`src/rtl/alarm_unit.sv`:
```
// ============================================================================
// Module   : alarm_unit
// Brief    : Three-slot BCD calendar alarm, epoch-second trigger, auto-silence
// Revision : 1.0
// ============================================================================
`default_nettype none

module alarm_unit #(
    parameter int RING_SECONDS = 60
) (
    input  logic        clk,
    input  logic        rst_n,
    input  logic        set,
    input  logic [15:0] alarm_year_bcd_in,
    input  logic [7:0]  alarm_month_bcd_in,
    input  logic [7:0]  alarm_day_bcd_in,
    input  logic [7:0]  alarm_hour_bcd_in,
    input  logic [7:0]  alarm_minute_bcd_in,
    input  logic [7:0]  alarm_second_bcd_in,
    input  logic [1:0]  selected_alarm,
    input  logic [63:0] counter,
    input  logic        cancel,
    output logic [7:0]  alarm_hour_bcd,
    output logic [7:0]  alarm_minute_bcd,
    output logic [7:0]  alarm_second_bcd,
    output logic        ring
);

    localparam int            TW          = (RING_SECONDS < 1) ? 1 : $clog2(RING_SECONDS + 1);
    localparam logic [TW-1:0] c_RING_LOAD = TW'(RING_SECONDS);

    function automatic logic [6:0] f_bcd8(input logic [7:0] b);
        return 7'(b[7:4]) * 7'd10 + 7'(b[3:0]);
    endfunction

    logic [13:0] w_year;
    logic [13:0] w_years_since;
    logic [13:0] w_leaps;
    logic [6:0]  w_month;
    logic [6:0]  w_day;
    logic [8:0]  w_cum_days;
    logic        w_leap_adj;
    logic [31:0] w_days;
    logic [63:0] w_target;
    logic        w_tick;
    logic [63:0] r_prev_counter;
    logic [2:0]  w_ringing;
    logic [7:0]  w_hour [0:2];
    logic [7:0]  w_min  [0:2];
    logic [7:0]  w_sec  [0:2];

    assign w_year = 14'(alarm_year_bcd_in[15:12]) * 14'd1000
                  + 14'(alarm_year_bcd_in[11:8])  * 14'd100
                  + 14'(alarm_year_bcd_in[7:4])   * 14'd10
                  + 14'(alarm_year_bcd_in[3:0]);
    assign w_month       = f_bcd8(alarm_month_bcd_in);
    assign w_day         = f_bcd8(alarm_day_bcd_in);
    assign w_years_since = w_year - 14'd1970;
    // Leap years in [1970, Y) are 1972, 1976, ...; every 4th year within 1970..2099
    assign w_leaps       = (w_year - 14'd1969) >> 2;
    assign w_leap_adj    = (w_year[1:0] == 2'b00) && (w_month > 7'd2);

    always_comb begin
        w_cum_days = 9'd0;
        case (w_month)
            7'd2:    w_cum_days = 9'd31;
            7'd3:    w_cum_days = 9'd59;
            7'd4:    w_cum_days = 9'd90;
            7'd5:    w_cum_days = 9'd120;
            7'd6:    w_cum_days = 9'd151;
            7'd7:    w_cum_days = 9'd181;
            7'd8:    w_cum_days = 9'd212;
            7'd9:    w_cum_days = 9'd243;
            7'd10:   w_cum_days = 9'd273;
            7'd11:   w_cum_days = 9'd304;
            7'd12:   w_cum_days = 9'd334;
            default: w_cum_days = 9'd0;
        endcase
    end

    assign w_days   = 32'(w_years_since) * 32'd365 + 32'(w_leaps) + 32'(w_cum_days)
                    + 32'(w_leap_adj) + 32'(w_day) - 32'd1;
    assign w_target = 64'(w_days) * 64'd86400
                    + 64'(f_bcd8(alarm_hour_bcd_in))   * 64'd3600
                    + 64'(f_bcd8(alarm_minute_bcd_in)) * 64'd60
                    + 64'(f_bcd8(alarm_second_bcd_in));

    always_ff @(posedge clk or posedge rst_n) begin
        if (rst_n) r_prev_counter <= 64'd0;
        else       r_prev_counter <= counter;
    end

    assign w_tick = (counter != r_prev_counter);

    for (genvar k = 0; k < 3; k++) begin : g_slot
        logic          w_store;
        logic          r_armed;
        logic          r_ringing;
        logic [TW-1:0] r_timer;
        logic [63:0]   r_target;
        logic [7:0]    r_hour;
        logic [7:0]    r_min;
        logic [7:0]    r_sec;

        assign w_store = set && (selected_alarm == 2'(k));

        // Priority: store, then cancel, then trigger, then tick-driven countdown
        always_ff @(posedge clk or posedge rst_n) begin
            if (rst_n) begin
                r_armed   <= 1'b0;
                r_ringing <= 1'b0;
                r_timer   <= '0;
                r_target  <= 64'd0;
                r_hour    <= 8'h00;
                r_min     <= 8'h00;
                r_sec     <= 8'h00;
            end else if (w_store) begin
                r_armed   <= 1'b1;
                r_ringing <= 1'b0;
                r_timer   <= '0;
                r_target  <= w_target;
                r_hour    <= alarm_hour_bcd_in;
                r_min     <= alarm_minute_bcd_in;
                r_sec     <= alarm_second_bcd_in;
            end else if (cancel) begin
                r_ringing <= 1'b0;
                r_timer   <= '0;
            end else if (r_armed && (counter == r_target)) begin
                r_ringing <= 1'b1;
                r_timer   <= c_RING_LOAD;
            end else if (w_tick && r_ringing) begin
                if (r_timer <= TW'(1)) begin
                    r_ringing <= 1'b0;
                    r_timer   <= '0;
                end else begin
                    r_timer <= r_timer - TW'(1);
                end
            end
        end

        assign w_ringing[k] = r_ringing;
        assign w_hour[k]    = r_hour;
        assign w_min[k]     = r_min;
        assign w_sec[k]     = r_sec;
    end

    always_comb begin
        alarm_hour_bcd   = 8'h00;
        alarm_minute_bcd = 8'h00;
        alarm_second_bcd = 8'h00;
        case (selected_alarm)
            2'd0: begin
                alarm_hour_bcd   = w_hour[0];
                alarm_minute_bcd = w_min[0];
                alarm_second_bcd = w_sec[0];
            end
            2'd1: begin
                alarm_hour_bcd   = w_hour[1];
                alarm_minute_bcd = w_min[1];
                alarm_second_bcd = w_sec[1];
            end
            2'd2: begin
                alarm_hour_bcd   = w_hour[2];
                alarm_minute_bcd = w_min[2];
                alarm_second_bcd = w_sec[2];
            end
            default: begin
                alarm_hour_bcd   = 8'h00;
                alarm_minute_bcd = 8'h00;
                alarm_second_bcd = 8'h00;
            end
        endcase
    end

    assign ring = |w_ringing;

endmodule

`default_nettype wire

```
`config.mk`:
```
export PLATFORM = sky130hd
export DESIGN_NAME = alarm_unit
export DESIGN_NICKNAME = d
export VERILOG_FILES = /design/src/rtl/alarm_unit.sv
export SDC_FILE = /design/constraint.sdc
export NUM_CORES = 2
export LEC_CHECK = 0
export CAP_MARGIN = 20
export CORE_ASPECT_RATIO = 1.75
export CORE_MARGIN = 4
export CORE_UTILIZATION = 40
export DETAILED_ROUTE_END_ITERATION = 12
export PLACE_DENSITY = 0.54
export SLEW_MARGIN = 15
export SYNTH_ARGS = -nofsm -noshare
export SYNTH_HDL_FRONTEND = slang
export SYNTH_SLANG_ARGS = --single-unit
```
`constraint.sdc`:
```
create_clock -name clk -period 11.54 [get_ports clk]
set_clock_uncertainty 0.05 [all_clocks]
set_input_delay 2.308 -clock clk [delete_from_list [all_inputs] [get_ports clk]]
set_output_delay 2.308 -clock clk [all_outputs]
set_load 0.05 [all_outputs]
```
# --- Word-level counts from Yosys, hierarchy flattened ---
# Memory sizes are Yosys's and may differ from the RTL's.
# Index checks and enable logic that the tools add are counted.
word_totals:
  regBits: 352
  latchBits: 0
  mem_bits_rw: 0
  mem_bits_ro: 144
  in_bits: 126
  memories: 1
op_classes:
  addsub: 21
  n_mul: 12
  n_div: 0
  n_lt_le_gt_ge: 4
  eq_ne: 6
  n_shift: 0
  mux: 34
  bitwise_logic: 0
  n_reduce_logical: 23
memory_table:
  columns: ["memory", "depth", "word_bits", "rd", "rd_clocked_by_memory_dff", "write_ports", "line", "source"]
  rows:
  - ["(name not given)", 16, 9, 1, 0, 0, "65", "case (w_month)"]
ops:
  columns: ["operator", "n"]
  rows:
  - ["64-bit equality test", 3]
  - ["6-bit two-way mux", 15]
  - ["8-bit case mux with 3 select lines", 3]
  - ["64-bit != test", 1]
  - ["51-bit by 7-bit adder with 52-bit output", 1]
  - ["50-bit by 13-bit adder with 51-bit output", 1]
  - ["49-bit by 19-bit adder with 50-bit output", 1]
  - ["32-bit by 10-bit multiplier with 42-bit output, second input constant", 1]
  - ["7-bit by 4-bit adder with 7-bit output", 5]
  - ["4-bit by 3-bit multiplier with 6-bit output, second input constant", 5]
  - ["14-bit by 11-bit subtractor with 14-bit output, second input constant", 2]
  - ["27-bit by 1-bit subtractor with 28-bit output, second input constant", 1]
  - ["26-bit by 7-bit adder with 27-bit output", 1]
  - ["25-bit by 1-bit adder with 26-bit output", 1]
  - ["24-bit by 9-bit adder with 25-bit output", 1]
  - ["23-bit by 12-bit adder with 24-bit output", 1]
  - ["4-bit nonzero test", 6]
  - ["14-bit by 9-bit multiplier with 23-bit output, second input constant", 1]
  - ["6-bit by 1-bit <= comparator with 1-bit output, second input constant", 3]
  - ["6-bit by 1-bit subtractor with 6-bit output, second input constant", 3]
  - ["7-bit by 8-bit multiplier with 15-bit output, second input constant", 1]
  - ["1-bit two-way mux", 15]
  - ["14-bit by 11-bit adder with 14-bit output", 1]
  - ["14-bit by 4-bit adder with 14-bit output", 1]
  - ["14 further kinds", 26]

# --- Depth between registers and ports, before layout ---
depth:
  ltp_word: 15
  depth_mapped: 60
  mapped_depth_nobuf: 58

# --- Worst setup path after synthesis ---
# OpenSTA, ideal clock, no wires.
synth_timing:
  kind: "input -> register"
  start: "in alarm_year_bcd_in[13]"
  end: "reg g_slot[0].r_target[48]"
  setup_ns: 0.082
  t_arrival_ns: 15.989
  required_time_ns: 11.408
  path_slack_ns: -4.581
  cell_stages: 56
  n_path_buf: 1
  path_cell_list: "fa_1 > inv_1 > fa_1 > inv_1 > ha_1 > a21o_1 > xor2_1 > ha_1 > ha_1 > ha_1 > or2_2 > o31a_1 > nand2_1 > xnor2_1 > xnor2_1 > fa_1 > inv_1 > ha_1 > [20 not listed] > fa_1 > ha_1 > inv_1 > fa_1 > inv_1 > ha_1 > clkbuf_1 > nand2_1 > nor2_1 > a21oi_1 > o31ai_1 > mux2i_1 > o41ai_1 > nor3_1 > nand4bb_1 > nor4_4 > nand4_1 > a31oi_1"
synth_via:
  elab_chain_cells: 15
  elab_cells_between_ends: 16
synth_rtl:
  columns: ["item", "line", "source"]
  rows:
  - ["start: declaration", "14", "input logic [15:0] alarm_year_bcd_in,"]
  - ["4-bit by 7-bit multiplier with 11-bit output (*)", "52", "assign w_year = 14'(alarm_year_bcd_in[15:12]) * 14'd1000"]
  - ["14-bit by 11-bit adder with 14-bit output (*)", "53", "+ 14'(alarm_year_bcd_in[11:8]) * 14'd100"]
  - ["14-bit by 8-bit adder with 14-bit output (*)", "54", "+ 14'(alarm_year_bcd_in[7:4]) * 14'd10"]
  - ["14-bit by 4-bit adder with 14-bit output (*)", "55", "+ 14'(alarm_year_bcd_in[3:0]);"]
  - ["14-bit by 11-bit subtractor with 14-bit output", "58", "assign w_years_since = w_year - 14'd1970;"]
  - ["14-bit by 9-bit multiplier with 23-bit output", "81", "assign w_days = 32'(w_years_since) * 32'd365 + 32'(w_leaps) + 32'(w_cum_days)"]
  - ["23-bit by 12-bit adder with 24-bit output (*)", "81", null]
  - ["24-bit by 9-bit adder with 25-bit output (*)", "81", null]
  - ["25-bit by 1-bit adder with 26-bit output (*)", "82", "+ 32'(w_leap_adj) + 32'(w_day) - 32'd1;"]
  - ["26-bit by 7-bit adder with 27-bit output (*)", "82", null]
  - ["27-bit by 1-bit subtractor with 28-bit output (*)", "82", null]
  - ["32-bit by 10-bit multiplier with 42-bit output (*)", "83", "assign w_target = 64'(w_days) * 64'd86400"]
  - ["49-bit by 19-bit adder with 50-bit output (*)", "84", "+ 64'(f_bcd8(alarm_hour_bcd_in)) * 64'd3600"]
  - ["50-bit by 13-bit adder with 51-bit output (*)", "85", "+ 64'(f_bcd8(alarm_minute_bcd_in)) * 64'd60"]
  - ["51-bit by 7-bit adder with 52-bit output (*)", "86", "+ 64'(f_bcd8(alarm_second_bcd_in));"]
  - ["end signal: assignment", "121", "r_target <= w_target;"]
  - ["end: declaration", "100", "logic [63:0] r_target;"]
# Mark *: on every way between the ends. The rest lies on a longest branch, timed or not.
# A chain may end at the register's enable or synchronous reset.

# --- Worst setup path after layout ---
layout_timing:
  start: "in alarm_year_bcd_in[14]"
  end: "reg g_slot[1].r_target[47]"
layout_via:
  elab_chain_cells: 15
  elab_cells_between_ends: 16
layout_rtl:
  columns: ["item", "line"]
  rows:
  - ["4-bit by 7-bit multiplier with 11-bit output (*)", "52"]
  - ["14-bit by 11-bit adder with 14-bit output (*)", "53"]
  - ["14-bit by 8-bit adder with 14-bit output (*)", "54"]
  - ["14-bit by 4-bit adder with 14-bit output (*)", "55"]
  - ["14-bit by 11-bit subtractor with 14-bit output", "58"]
  - ["14-bit by 9-bit multiplier with 23-bit output", "81"]
  - ["23-bit by 12-bit adder with 24-bit output (*)", "81"]
  - ["24-bit by 9-bit adder with 25-bit output (*)", "81"]
  - ["25-bit by 1-bit adder with 26-bit output (*)", "82"]
  - ["26-bit by 7-bit adder with 27-bit output (*)", "82"]
  - ["27-bit by 1-bit subtractor with 28-bit output (*)", "82"]
  - ["32-bit by 10-bit multiplier with 42-bit output (*)", "83"]
  - ["49-bit by 19-bit adder with 50-bit output (*)", "84"]
  - ["50-bit by 13-bit adder with 51-bit output (*)", "85"]
  - ["51-bit by 7-bit adder with 52-bit output (*)", "86"]
  - ["end signal: assignment", "121"]
  - ["end: declaration", "100"]
# Marked as above.

==> qor.yml <==
ys_top_cells_by_area: "dfrtp_1 (26%), ha_1 (16%), fa_1 (14%), xnor2_1 (6.6%), nand2_1 (6.3%)"
start_util: 0.403
drc_errors: 0
first_pass_iters: 6
grt_max_degree: 178
setup_viol: 105
worst_slew_pin_slew_ns: 1.03
synth_cell_types: 81
avgSynthCellArea_sq_um: 9.05
ys_seq_area_frac: 0.258
ant_nets: 0
antenna_found_initial: 0
min_path_type: "register to register"
root_buffer: "clkbuf_16"
clkLatencyLatePin_ns: 0.58
violations: "setup timing"
ios: 151
grt_pass1_vias: 26166
rows: 132
design_area_sq_um: 39300
ys_ff_latch: 307
io_buffers: 150
synth_area_sq_um: 29800
crit_start: "alarm_year_bcd_in[14]"
end_kind: "register"
routed_wl_um: 84600
cp_slowest_cell: "fa_1"
clock.fmax_ghz: 0.0691
synth_top_area_cell: "dfrtp_1"
worst_slack_ns: -2.93
syn-num-nets: 4006
synthCells: 3296
ctsHoldBuffers: 0
regToRegEndpoint: "g_slot[2].r_timer[5]"
ys_warn_count: 0
crit_end: "g_slot[1].r_target[47]"
cts_max_path_buffers: 3
grt_use_total: 0.212
clock-sinks: 307
slew_viol_final: 0
grt_pass1_wl_um: 135000
max_cap_violations: 0
antenna_cells: 0
cts_buffers: 27
maxSlewHeadroom: 0.311
fin_crit_ns: 14.47
crit_path_max_incr_delay_ns: 0.57
critPathMaxFanout: 6
drt-initial-drc-count: 959
cp.depth: 57
critPathLaunchType: "input port"
hold_viol_final: 0
die_area_sq_um: 79200
regToRegStartpoint: "g_slot[2].r_target[39]"
async_reset_ff_frac: 1.00
synth_top_area_frac: 0.258
core_area_sq_um: 74000
overflow: 0
min_period_over_period: 1.25
synth-edff-count: 0
reg2regPathDepth: 9
crit_family: "adder cells"
outcome: "finished, violations left"
final_nets: 4666
routabilityCongestion: 0.912
cts_max_level: 1
syn_to_final_growth_pct: 31.6
vias: 24550
vias_per_cell: 4.99
path_common_cell: "fa_1"
setup.worst_path.class: "input port to register"
die_w_um: 214
worstPathRequired_ns: 11.96
detail_route.wl_per_cell_um: 17.2
die_h_um: 369
place_ws_ns: -4.54
critPathBufInv: 12
final_layout_size_suffix_gt1_frac: 0.226
place_hpwl_um: 70200
ys_dominant_reg_cell: "dfrtp_1"
clk_pin_slew_ns: 0.08
rsz0062_at_grt: "yes"
cts_tree: "built"
place_area_sq_um: 36600
worstPathArrival_ns: 14.88
r2r_slack_ns: 7.85
[repair_timing]
action | in CTS | in global routing
setup buffers | 27 | 7
gates cloned | 1 | 0
pin swaps | 104 | 52
gates resized for setup | 207 | 86
setup endpoints to repair | 114 | 111
[registers in the layout, indices dropped and copies added, names as in the netlist]
register          flops
g_slot.r_timer       18
r_prev_counter       64
g_slot.r_sec         24
g_slot.r_min         24
g_slot.r_target     147
g_slot.r_hour        24
g_slot.r_armed        3
g_slot.r_ringing      3
[cell usage in the layout, fill, tap and decap left out, types with 10 or more instances in the layout]
cell / netlist / layout
ha_1: 374 / 324
xnor2_2: 0 / 28
nor3_1: 32 / 23
nand2b_1: 23 / 23
o21ai_1: 26 / 32
or3_1: 14 / 14
nand3_1: 49 / 42
buf_4: 0 / 551
mux2i_1: 33 / 32
xor2_1: 167 / 154
nand2_1: 503 / 499
nand4_1: 59 / 59
o21ai_2: 0 / 10
a21oi_2: 0 / 26
a21o_1: 51 / 51
clkdlybuf4s50_1: 0 / 136
buf_6: 1 / 14
clkbuf_16: 0 / 27
nor4_1: 43 / 40
xnor2_1: 224 / 185
dfrtp_1: 307 / 307
ha_4: 0 / 43
inv_1: 445 / 430
xor2_2: 2 / 11
fa_1: 210 / 204
o21bai_1: 17 / 16
nor2_1: 122 / 109
a31oi_1: 14 / 14
o21ai_0: 185 / 166
a211oi_1: 14 / 10
a21oi_1: 124 / 94
xnor2_4: 0 / 11
inv_2: 0 / 14
[worst register-to-register path: stages, from the launching register on]
cell and delay, ns:
dfrtp_1 0.40, xnor2_1 0.64, o221ai_1 0.27, nor4_1 0.45, nand4_1 0.13, or4_1 0.70, and3_1 0.36, a21oi_1 0.16
nor2b_1 0.06, or3_1 0.34
[logic make-up after synthesis]
kind of cell | Yosys count | synth area share
AND/OR/NAND/NOR | 929 | 0.145
multiplexers | 35 | 0.0118
AO/OA/AOI/OAI | 517 | 0.105
buffers and inverters | 531 | 0.0672
adder cells (fa/ha/maj) | 584 | 0.298
flip-flops | 307 | 0.258
XOR/XNOR | 393 | 0.116
[cells in the mapped netlist (6+ instances only)]
master / instances
mux2i_1: 33
o21a_1: 7
o21bai_1: 17
o21ai_0: 185
a21o_1: 51
o21ai_1: 26
xor2_1: 167
and3_1: 8
a21oi_1: 124
nand3_1: 49
nor2b_1: 15
fa_1: 210
inv_1: 445
ha_1: 374
nand2_1: 503
a211oi_1: 14
and2_1: 6
a31oi_1: 14
nand4_1: 59
o211ai_1: 6
a211o_1: 9
nand2b_1: 23
nor3_1: 32
o31ai_1: 13
or4_1: 6
o211a_1: 6
clkbuf_1: 77
or2_2: 10
or3_1: 14
nor2_1: 122
dfrtp_1: 307
xnor2_1: 224
nor4_1: 43
[area by class of cell]
class                           count  area, sq um
Clock buffer                       32          734
Fill cell                        6962        34700
Tap cell                          938         1170
Sequential cell                   307         7680
Timing Repair Buffer              715         5810
Clock inverter                     18          196
Inverter                          446         1680
Multi-Input combinational cell   2459        22000
[how the worst min path moves through the flow]
stage / from / end / slack (ns) / depth (start not counted)
after CTS: g_slot[2].r_armed / g_slot[2].r_armed / 0.42 / 1
final: g_slot[2].r_armed / g_slot[2].r_armed / 0.42 / 1
after floorplan: g_slot[2].r_armed / g_slot[2].r_armed / 0.38 / 1
after global routing: g_slot[0].r_hour[7] / g_slot[0].r_hour[7] / 0.44 / 2
after detailed placement: g_slot[2].r_armed / g_slot[2].r_armed / 0.40 / 1
after global placement: g_slot[2].r_armed / g_slot[2].r_armed / 0.40 / 1
[through the flow]
stage	cells	utilization	hold WS, ns	TNS, ns
after floorplan	3296	-	0.377	-253.62
after global placement	4831	0.495	0.395	-399.82
after detailed placement	4831	0.495	0.400	-415.65
after CTS	4908	0.524	0.422	-244.39
after global routing	4915	0.531	0.445	-285.41
final	4915	0.531	0.423	-230.11
[metal layers]
metal	global-route usage	wire length [um]
met2	0.443	49300
met5	0	0
met4	0.0986	4640
met3	0.0163	1890
met1	0.206	28800
Power is left out: the tool's default activity adds up to more than one toggle a clock period on the data nets, which glitch-free logic cannot reach.
